$ cat config.mk
export PLATFORM = sky130hd
export DESIGN_NAME = csa_serial_adder_ctrl
export DESIGN_NICKNAME = d
export VERILOG_FILES = /design/src/rtl/csa_serial_adder_ctrl.sv
export SDC_FILE = /design/constraint.sdc
export NUM_CORES = 1
export LEC_CHECK = 0
export ABC_CLOCK_PERIOD_IN_PS = 8080
export CORE_UTILIZATION = 25
export DETAILED_ROUTE_END_ITERATION = 8
export SLEW_MARGIN = 20
export SYNTH_ARGS = -nofsm -noshare
export SYNTH_HDL_FRONTEND = slang
export SYNTH_SLANG_ARGS = --single-unit
$ cat constraint.sdc
create_clock -name clk -period 8.08 [get_ports clk]
set_input_delay 1.212 -clock clk [delete_from_list [all_inputs] [get_ports clk]]
set_output_delay 1.212 -clock clk [all_outputs]
set_load 0.02 [all_outputs]
$ cat src/rtl/csa_serial_adder_ctrl.sv
// Digit-serial wide adder: operands are latched on accept, then one DIGIT-wide
// carry-select slice is summed per cycle while the inter-digit carry is kept in a register.
module csa_serial_adder_ctrl #(
    parameter int WIDTH = 32,
    parameter int DIGIT = 2
) (
    input  logic             clk,
    input  logic             rst,
    input  logic             in_valid,
    output logic             in_ready,
    input  logic [WIDTH-1:0] a,
    input  logic [WIDTH-1:0] b,
    input  logic             cin,
    output logic             out_valid,
    input  logic             out_ready,
    output logic [WIDTH-1:0] sum,
    output logic             cout
);

    localparam int N  = WIDTH / DIGIT;
    localparam int IW = (N > 1) ? $clog2(N) : 1;
    localparam logic [IW-1:0] LAST = IW'(N - 1);

    typedef enum logic [1:0] {
        IDLE = 2'd0,
        RUN  = 2'd1,
        DONE = 2'd2
    } state_t;

    state_t           state, state_nx;
    logic [IW-1:0]    idx;
    logic             carry;
    logic [WIDTH-1:0] opa, opb;
    logic [DIGIT-1:0] a_d, b_d;
    logic [DIGIT:0]   s0, s1, sel;
    logic             accept;

    assign accept = in_valid && in_ready;

    // Both carry-in outcomes are formed up front; the registered carry only drives the select.
    always_comb begin
        a_d = opa[idx*DIGIT +: DIGIT];
        b_d = opb[idx*DIGIT +: DIGIT];
        s0  = {1'b0, a_d} + {1'b0, b_d};
        s1  = {1'b0, a_d} + {1'b0, b_d} + (DIGIT+1)'(1);
        sel = carry ? s1 : s0;
    end

    always_ff @(posedge clk or posedge rst) begin
        if (rst) begin
            state <= IDLE;
        end else begin
            state <= state_nx;
        end
    end

    always_comb begin
        state_nx = state;
        unique case (state)
            IDLE:    if (accept) state_nx = RUN;
            RUN:     if (idx == LAST) state_nx = DONE;
            DONE:    if (out_ready) state_nx = IDLE;
            default: state_nx = IDLE;
        endcase
    end

    // in_ready is gated by rst so nothing can be accepted while reset is held.
    always_comb begin
        in_ready  = (state == IDLE) && !rst;
        out_valid = (state == DONE);
    end

    always_ff @(posedge clk or posedge rst) begin
        if (rst) begin
            opa   <= '0;
            opb   <= '0;
            carry <= 1'b0;
            idx   <= '0;
            sum   <= '0;
            cout  <= 1'b0;
        end else begin
            unique case (state)
                IDLE: begin
                    if (accept) begin
                        opa   <= a;
                        opb   <= b;
                        carry <= cin;
                        idx   <= '0;
                        sum   <= '0;
                    end
                end
                RUN: begin
                    sum[idx*DIGIT +: DIGIT] <= sel[DIGIT-1:0];
                    carry                   <= sel[DIGIT];
                    idx                     <= idx + IW'(1);
                    if (idx == LAST) begin
                        cout <= sel[DIGIT];
                    end
                end
                default: ;
            endcase
        end
    end

endmodule

==> results of run 1 <==
routing by layer:
layer / GRT usage, % / share of wire (%) / up-vias
met1: 18.6 / 50 / 1887
met2: 19.5 / 45 / 94
li1: - / - / 1964
met4: 4.26 / 1.6 / 0
met3: 3.24 / 4.1 / 13
met5: 0 / 0 / -
cell usage in the layout (no fill, tap or decap), types with 6 or more instances in the layout:
| master | instances |
|---|---|
| ha_1 | 7 |
| nor2_1 | 11 |
| a221oi_1 | 6 |
| nand2_1 | 238 |
| clkdlybuf4s50_1 | 103 |
| nand3_1 | 18 |
| o21ai_0 | 11 |
| clkbuf_16 | 9 |
| dfrtp_1 | 103 |
| mux4_2 | 8 |
| inv_1 | 9 |
| mux2i_1 | 42 |
worst max-delay path, delay by kind of cell:
family                 cells  cell delay, ns
and+or+nand+nor            1            0.34
buffers and inverters      2            1.20
synth_stat cells, types with 2 or more instances:
master and instances:
nand2_1 239, dfrtp_1 104, mux2i_1 42, nand3_1 18, buf_2 12, clkbuf_1 12, nor2_1 11, o21ai_0 11
inv_1 10, mux4_2 8, ha_1 7, a221oi_1 6, buf_6 5, a22oi_1 4, nand3_2 4, nor3_1 4
o22ai_1 4, a21oi_1 3, or2_2 3, nand2b_1 2, nor2b_1 2, nor3b_1 2, o211a_1 2, o211ai_1 2
o21ai_1 2, xnor2_1 2, xor2_1 2
flip-flops by register name, summed over array words and instances, names as in the netlist:
register / cells
carry: 1
cout: 1
idx: 4
opa: 32
opb: 32
state: 2
sum: 32
cell families after synthesis:
logic type,count (synthesis)
xor+xnor,4
mux,50
simple gates,299
fa+ha+maj,8
buf+inv,41
flops,104
compound gates,37
power breakdown:
group          switching (W)  leakage, nW  total, W  internal, W
sequential          0.000149         1.34  0.000886     0.000737
clock               0.000204        0.169  0.000510     0.000306
combinational       0.000833         1.67   0.00140     0.000568
final timing paths:
check	startpoint	depth (start not counted)	end
setup / recovery	rst	3	in_ready
hold / removal	opa[15]$_DFFE_PP0P_	2	opa[15]$_DFFE_PP0P_
setup reg to reg	idx[0]$_DFFE_PP0P_	10	sum[29]$_DFFE_PP0P_
hold reg to reg	opa[15]$_DFFE_PP0P_	2	opa[15]$_DFFE_PP0P_
max in group asynchronous	rst	3	idx[0]$_DFFE_PP0P_
min in group asynchronous	rst	2	sum[28]$_DFFE_PP0P_
per-stage QoR:
stage                     util, %  setup slack, ns
after floorplan                 -             4.14
final                        33.3             4.12
after global placement       31.6             4.17
after CTS                    33.3             4.11
after detailed placement     31.6             4.11
after global routing         33.3             3.98
cell type report:
class / count / area (um2)
clock buffer: 10 / 229
inverter: 10 / 40.0
sequential: 104 / 2600
timing repair buffer: 107 / 1060
tap: 270 / 338
multi-input combinational: 398 / 2320
fill: 2119 / 13500
clock inverter: 6 / 115
==> results.tsv, run 1 <==
metric	value	unit
Clk Latency, worst-skew pair	0.36	ns
peak supply drop	188	uV
# diodes	0	
ys async rst share	100	%
Seq cells post-synth	104	
Power, Total	0.00280	W
initial antenna violation count	1	
Final ANT Viol Nets	0	
CTS Sinks	104	
die width	145	um
global route overflow	0	
top cells by area, synth	dfrtp_1 51%, nand2_1 17%, mux2i_1 8.2%, mux4_2 3.5%, nand3_1 1.8%	
CP max-delay cell	clkdlybuf4s50_1	
total CTS buffers	9	
CP Launch Type	input pin	
final period utilization	49.0	%
post-route cell area	0.00671	mm2
gpl congestion	0.724	
Syn Nets	620	
Max-Slew Margin vs Limit	29.9	%
Synth area leader	dfrtp_1	
vias per cell	4.37	
row count	52	
CTS-repair resized insts	0	
die area	0.0211	mm2
IO buf count	103	
Die H	145	um
mapped cell area	0.00513	mm2
prevailing post-synth register cell	dfrtp_1	
R2R setup slack	4.33	ns
Top Ports	104	
CP Capture Type	primary output	
P&R area growth vs syn	30.7	%
Compound-Gate Fraction of Synth Area	5.17	%
Final Hold Fails	0	
CP max stage delay	0.67	ns
Vias	3958	
Distinct cells, synth	47	
drt first pass iters	4	
hold slack	0.476	ns
Finished Layout Cells	905	
cts-stage hold buffer count	0	
final wirelength	13100	um
Starting Density	25.5	%
core area	0.0202	mm2
drt wl/cell	14.4	um
Req. time, crit path	6.87	ns
GR Util All Layers	13.1	%
Hold Path Class	flop to flop	
Worst-path clk slew	0.07	ns
RSZ-0062 raised after global routing	no	
most used cell, CP	clkdlybuf4s50_1	
post-DP HPWL	9090	um
main combinational cell family by area after synthesis	simple AND/OR/NAND/NOR gates	
crit path DAT	2.75	ns
fin nets	707	
CP cell instances	clkdlybuf4s50_1 -> nor3_2 -> clkdlybuf4s50_1	
final clock skew	0.0120	ns
Root Buffer	clkbuf_16	
CTS tree	done	
first-pass GRT wire length	21600	um
H-tree depth	3	
status	completed	
Placed Area	0.00636	mm2
Worst Max-Slew Pin Slew	1.05	ns
DRT iter0 DRCs	223	
post-CTS setup buffer count	0	
Setup-failing EPs final	0	
critical setup path kind	input pin to primary output	
XOR/XNOR share of the synthesized area	0.682	%
Max Clk Rate	252	MHz
share of cells above drive strength 1	7.56	%
simple-gate share of the synthesized area	25.3	%
Bufs on Longest Clock Path	2	
# DRC	0	
leakage	3.17	nW
cells after synthesis	543	
# placed instances	889	
EDFF count, synth	0	
CP Max Fanout	3	
Mean Syn Cell Area	9.46	um2
mux share of post-synthesis cell area	11.7	%
Slew Limit Fails	0	
Adder-Cell Fraction of Synth Area	2.10	%
warnings from Yosys	0	
Tmin final	3.96	ns
largest net degree at the start of global routing	99	
Yosys top cell area share	50.7	%
vias in the first global route	4046	
sequential element share of the synthesized area	50.7	%
MaxCap Viol Count	0	
Power Density	417	mW/mm2
final setup TNS	0	ns
(Power assumes the default switching activity.)
==> inputs of run 2 (changes only) <==
- ABC_CLOCK_PERIOD_IN_PS: 8080 -> 3800
- clock period: 8.08 -> 3.8 ns (I/O delays scaled with it)
==> results.tsv, run 2 (same netlist as run 1, synthesis figures left out) <==
metric	value	unit
H-tree depth	3	
CTS-repair resized insts	0	
post-CTS setup buffer count	0	
Max-Slew Margin vs Limit	43.6	%
total CTS buffers	9	
Power Density	875	mW/mm2
vias in the first global route	4124	
cts-stage hold buffer count	0	
Die H	145	um
final wirelength	13200	um
CP Capture Type	flop	
# placed instances	895	
Hold Path Depth	2	
Setup-failing EPs final	0	
Vias	3965	
Root Buffer	clkbuf_16	
Final ANT Viol Nets	0	
post-DP HPWL	9690	um
FF-to-FF Start	idx[0]$_DFFE_PP0P_	
first-pass GRT wire length	22200	um
CP Launch Type	flop	
most common cell after layout, fill and taps aside	nand2_1	
Hold Path Class	flop to flop	
global route overflow	0	
CP Max Fanout	29	
most frequent cells in the layout	238 x nand2_1, 103 x dfrtp_1, 103 x clkdlybuf4s50_1	
Tmin final	3.24	ns
drt wl/cell	14.4	um
Max Clk Rate	309	MHz
worst-case reg-to-reg path depth	15	
IO buf count	103	
Starting Density	25.5	%
CP max stage delay	0.56	ns
# diodes	0	
drt first pass iters	6	
Worst Hold Path EP	opa[25]$_DFFE_PP0P_	
RSZ-0062 raised after global routing	no	
MaxCap Viol Count	0	
Worst-path clk slew	0.07	ns
Top Ports	104	
die width	145	um
vias per cell	4.35	
CP cell instances	buf_12 -> mux2i_1 -> a221oi_1 -> a22oi_1 -> o21ai_1 -> ha_1 -> inv_1 -> fa_1 -> inv_1 -> ha_1 -> nand2_1 -> o21ai_0 -> buf_4 -> nand3_1 -> mux2i_1	
final clock skew	0.00958	ns
Slew Limit Fails	0	
P&R area growth vs syn	30.8	%
Final Hold Fails	0	
core area	0.0202	mm2
# DRC	0	
reg-to-reg endpoint	sum[19]$_DFFE_PP0P_	
peak supply drop	447	uV
initial antenna violation count	1	
Largest regs	opa x32, opb x32, sum x32	
status	completed	
Fill cells	2104	
R2R setup slack	0.56	ns
gpl congestion	0.760	
hold_sp	opa[25]$_DFFE_PP0P_	
CTS tree	done	
leakage	3.19	nW
final setup TNS	0	ns
CP max-delay cell	dfrtp_2	
largest net degree at the start of global routing	67	
row count	52	
Worst Max-Slew Pin Slew	0.847	ns
crit path DAT	3.52	ns
Clk Latency, worst-skew pair	0.36	ns
Finished Layout Cells	911	
Bufs and invs on worst path	4	
Req. time, crit path	4.08	ns
DRT iter0 DRCs	221	
CTS Sinks	104	
share of cells above drive strength 1	8.58	%
CP top delay family	adder cells	
critical setup path kind	flop to flop	
die area	0.0211	mm2
Bufs on Longest Clock Path	2	
final period utilization	85.1	%
fin nets	713	
GR Util All Layers	13.4	%
run 2: changes by cell type in the layout (fill, tap and decap cells not counted):
| cell | previous run | this run |
|---|---|---|
| buf_4 | 4 | 9 |
| bufinv_16 | 3 | 0 |
| clkbuf_8 | 0 | 3 |
| clkinv_4 | 0 | 2 |
| buf_12 | 0 | 1 |
| clkbuf_1 | 1 | 0 |
| clkinv_2 | 1 | 2 |
| inv_6 | 1 | 0 |
| inv_8 | 1 | 0 |
run 2: worst max path at each step:
stage | slack, ns | end | startpoint | cells after the start
5_1_grt | 0.26 | sum[11]$_DFFE_PP0P_ | idx[0]$_DFFE_PP0P_ | 15
6_report | 0.56 | sum[19]$_DFFE_PP0P_ | idx[0]$_DFFE_PP0P_ | 15
4_1_cts | 0.53 | sum[27]$_DFFE_PP0P_ | idx[0]$_DFFE_PP0P_ | 15
3_5_place_dp | 0.55 | sum[29]$_DFFE_PP0P_ | idx[0]$_DFFE_PP0P_ | 15
3_3_place_gp | 0.59 | sum[29]$_DFFE_PP0P_ | idx[0]$_DFFE_PP0P_ | 14
2_1_floorplan | 0.50 | carry$_DFFE_PP0P_ | rst | 1
run 2: where the power goes:
part / total, W / switching, W / internal, W
Sequential: 0.00191 / 0.000342 / 0.00157
Combinational: 0.00305 / 0.00175 / 0.00130
Clock: 0.000917 / 0.000418 / 0.000498
Total: 0.00588 / 0.00251 / 0.00337
run 2: layout make-up:
class,count,area (um2),area share [%]
Sequential cell,104,2600,38.8
Inverter,10,40.0,0.596
Timing Repair Buffer,113,1120,16.7
Tap cell,270,338,5.03
Clock inverter,4,27.5,0.410
Multi-Input combinational cell,398,2320,34.6
Clock buffer,12,267,3.97
run 2: through the flow:
step | worst slack (ns) | instance area, um2 | power [W] | hold WS [ns] | util [%]
2_1_floorplan | 0.498 | 5130 | 0.00404 | 0.440 | -
3_3_place_gp | 0.594 | 6420 | 0.00495 | 0.458 | 31.8
3_5_place_dp | 0.554 | 6420 | 0.00498 | 0.462 | 31.8
4_1_cts | 0.529 | 6720 | 0.00594 | 0.479 | 33.3
5_1_grt | 0.256 | 6720 | 0.00639 | 0.491 | 33.3
6_report | 0.565 | 6720 | 0.00588 | 0.476 | 33.3
run 2: layer usage:
metal	routed length [um]	part of all wire, %	GRT usage, %
met1	6390	49	18.6
met2	6010	46	20.5
met3	582	4.4	3.11
met4	172	1.3	4.26
met5	0	0	0
run 2: tightest hold or removal path: cells and delay by family (launching register included):
kind             cells  cell delay (ns)
flip-flops           1             0.34
AND/OR/NAND/NOR      2             0.10
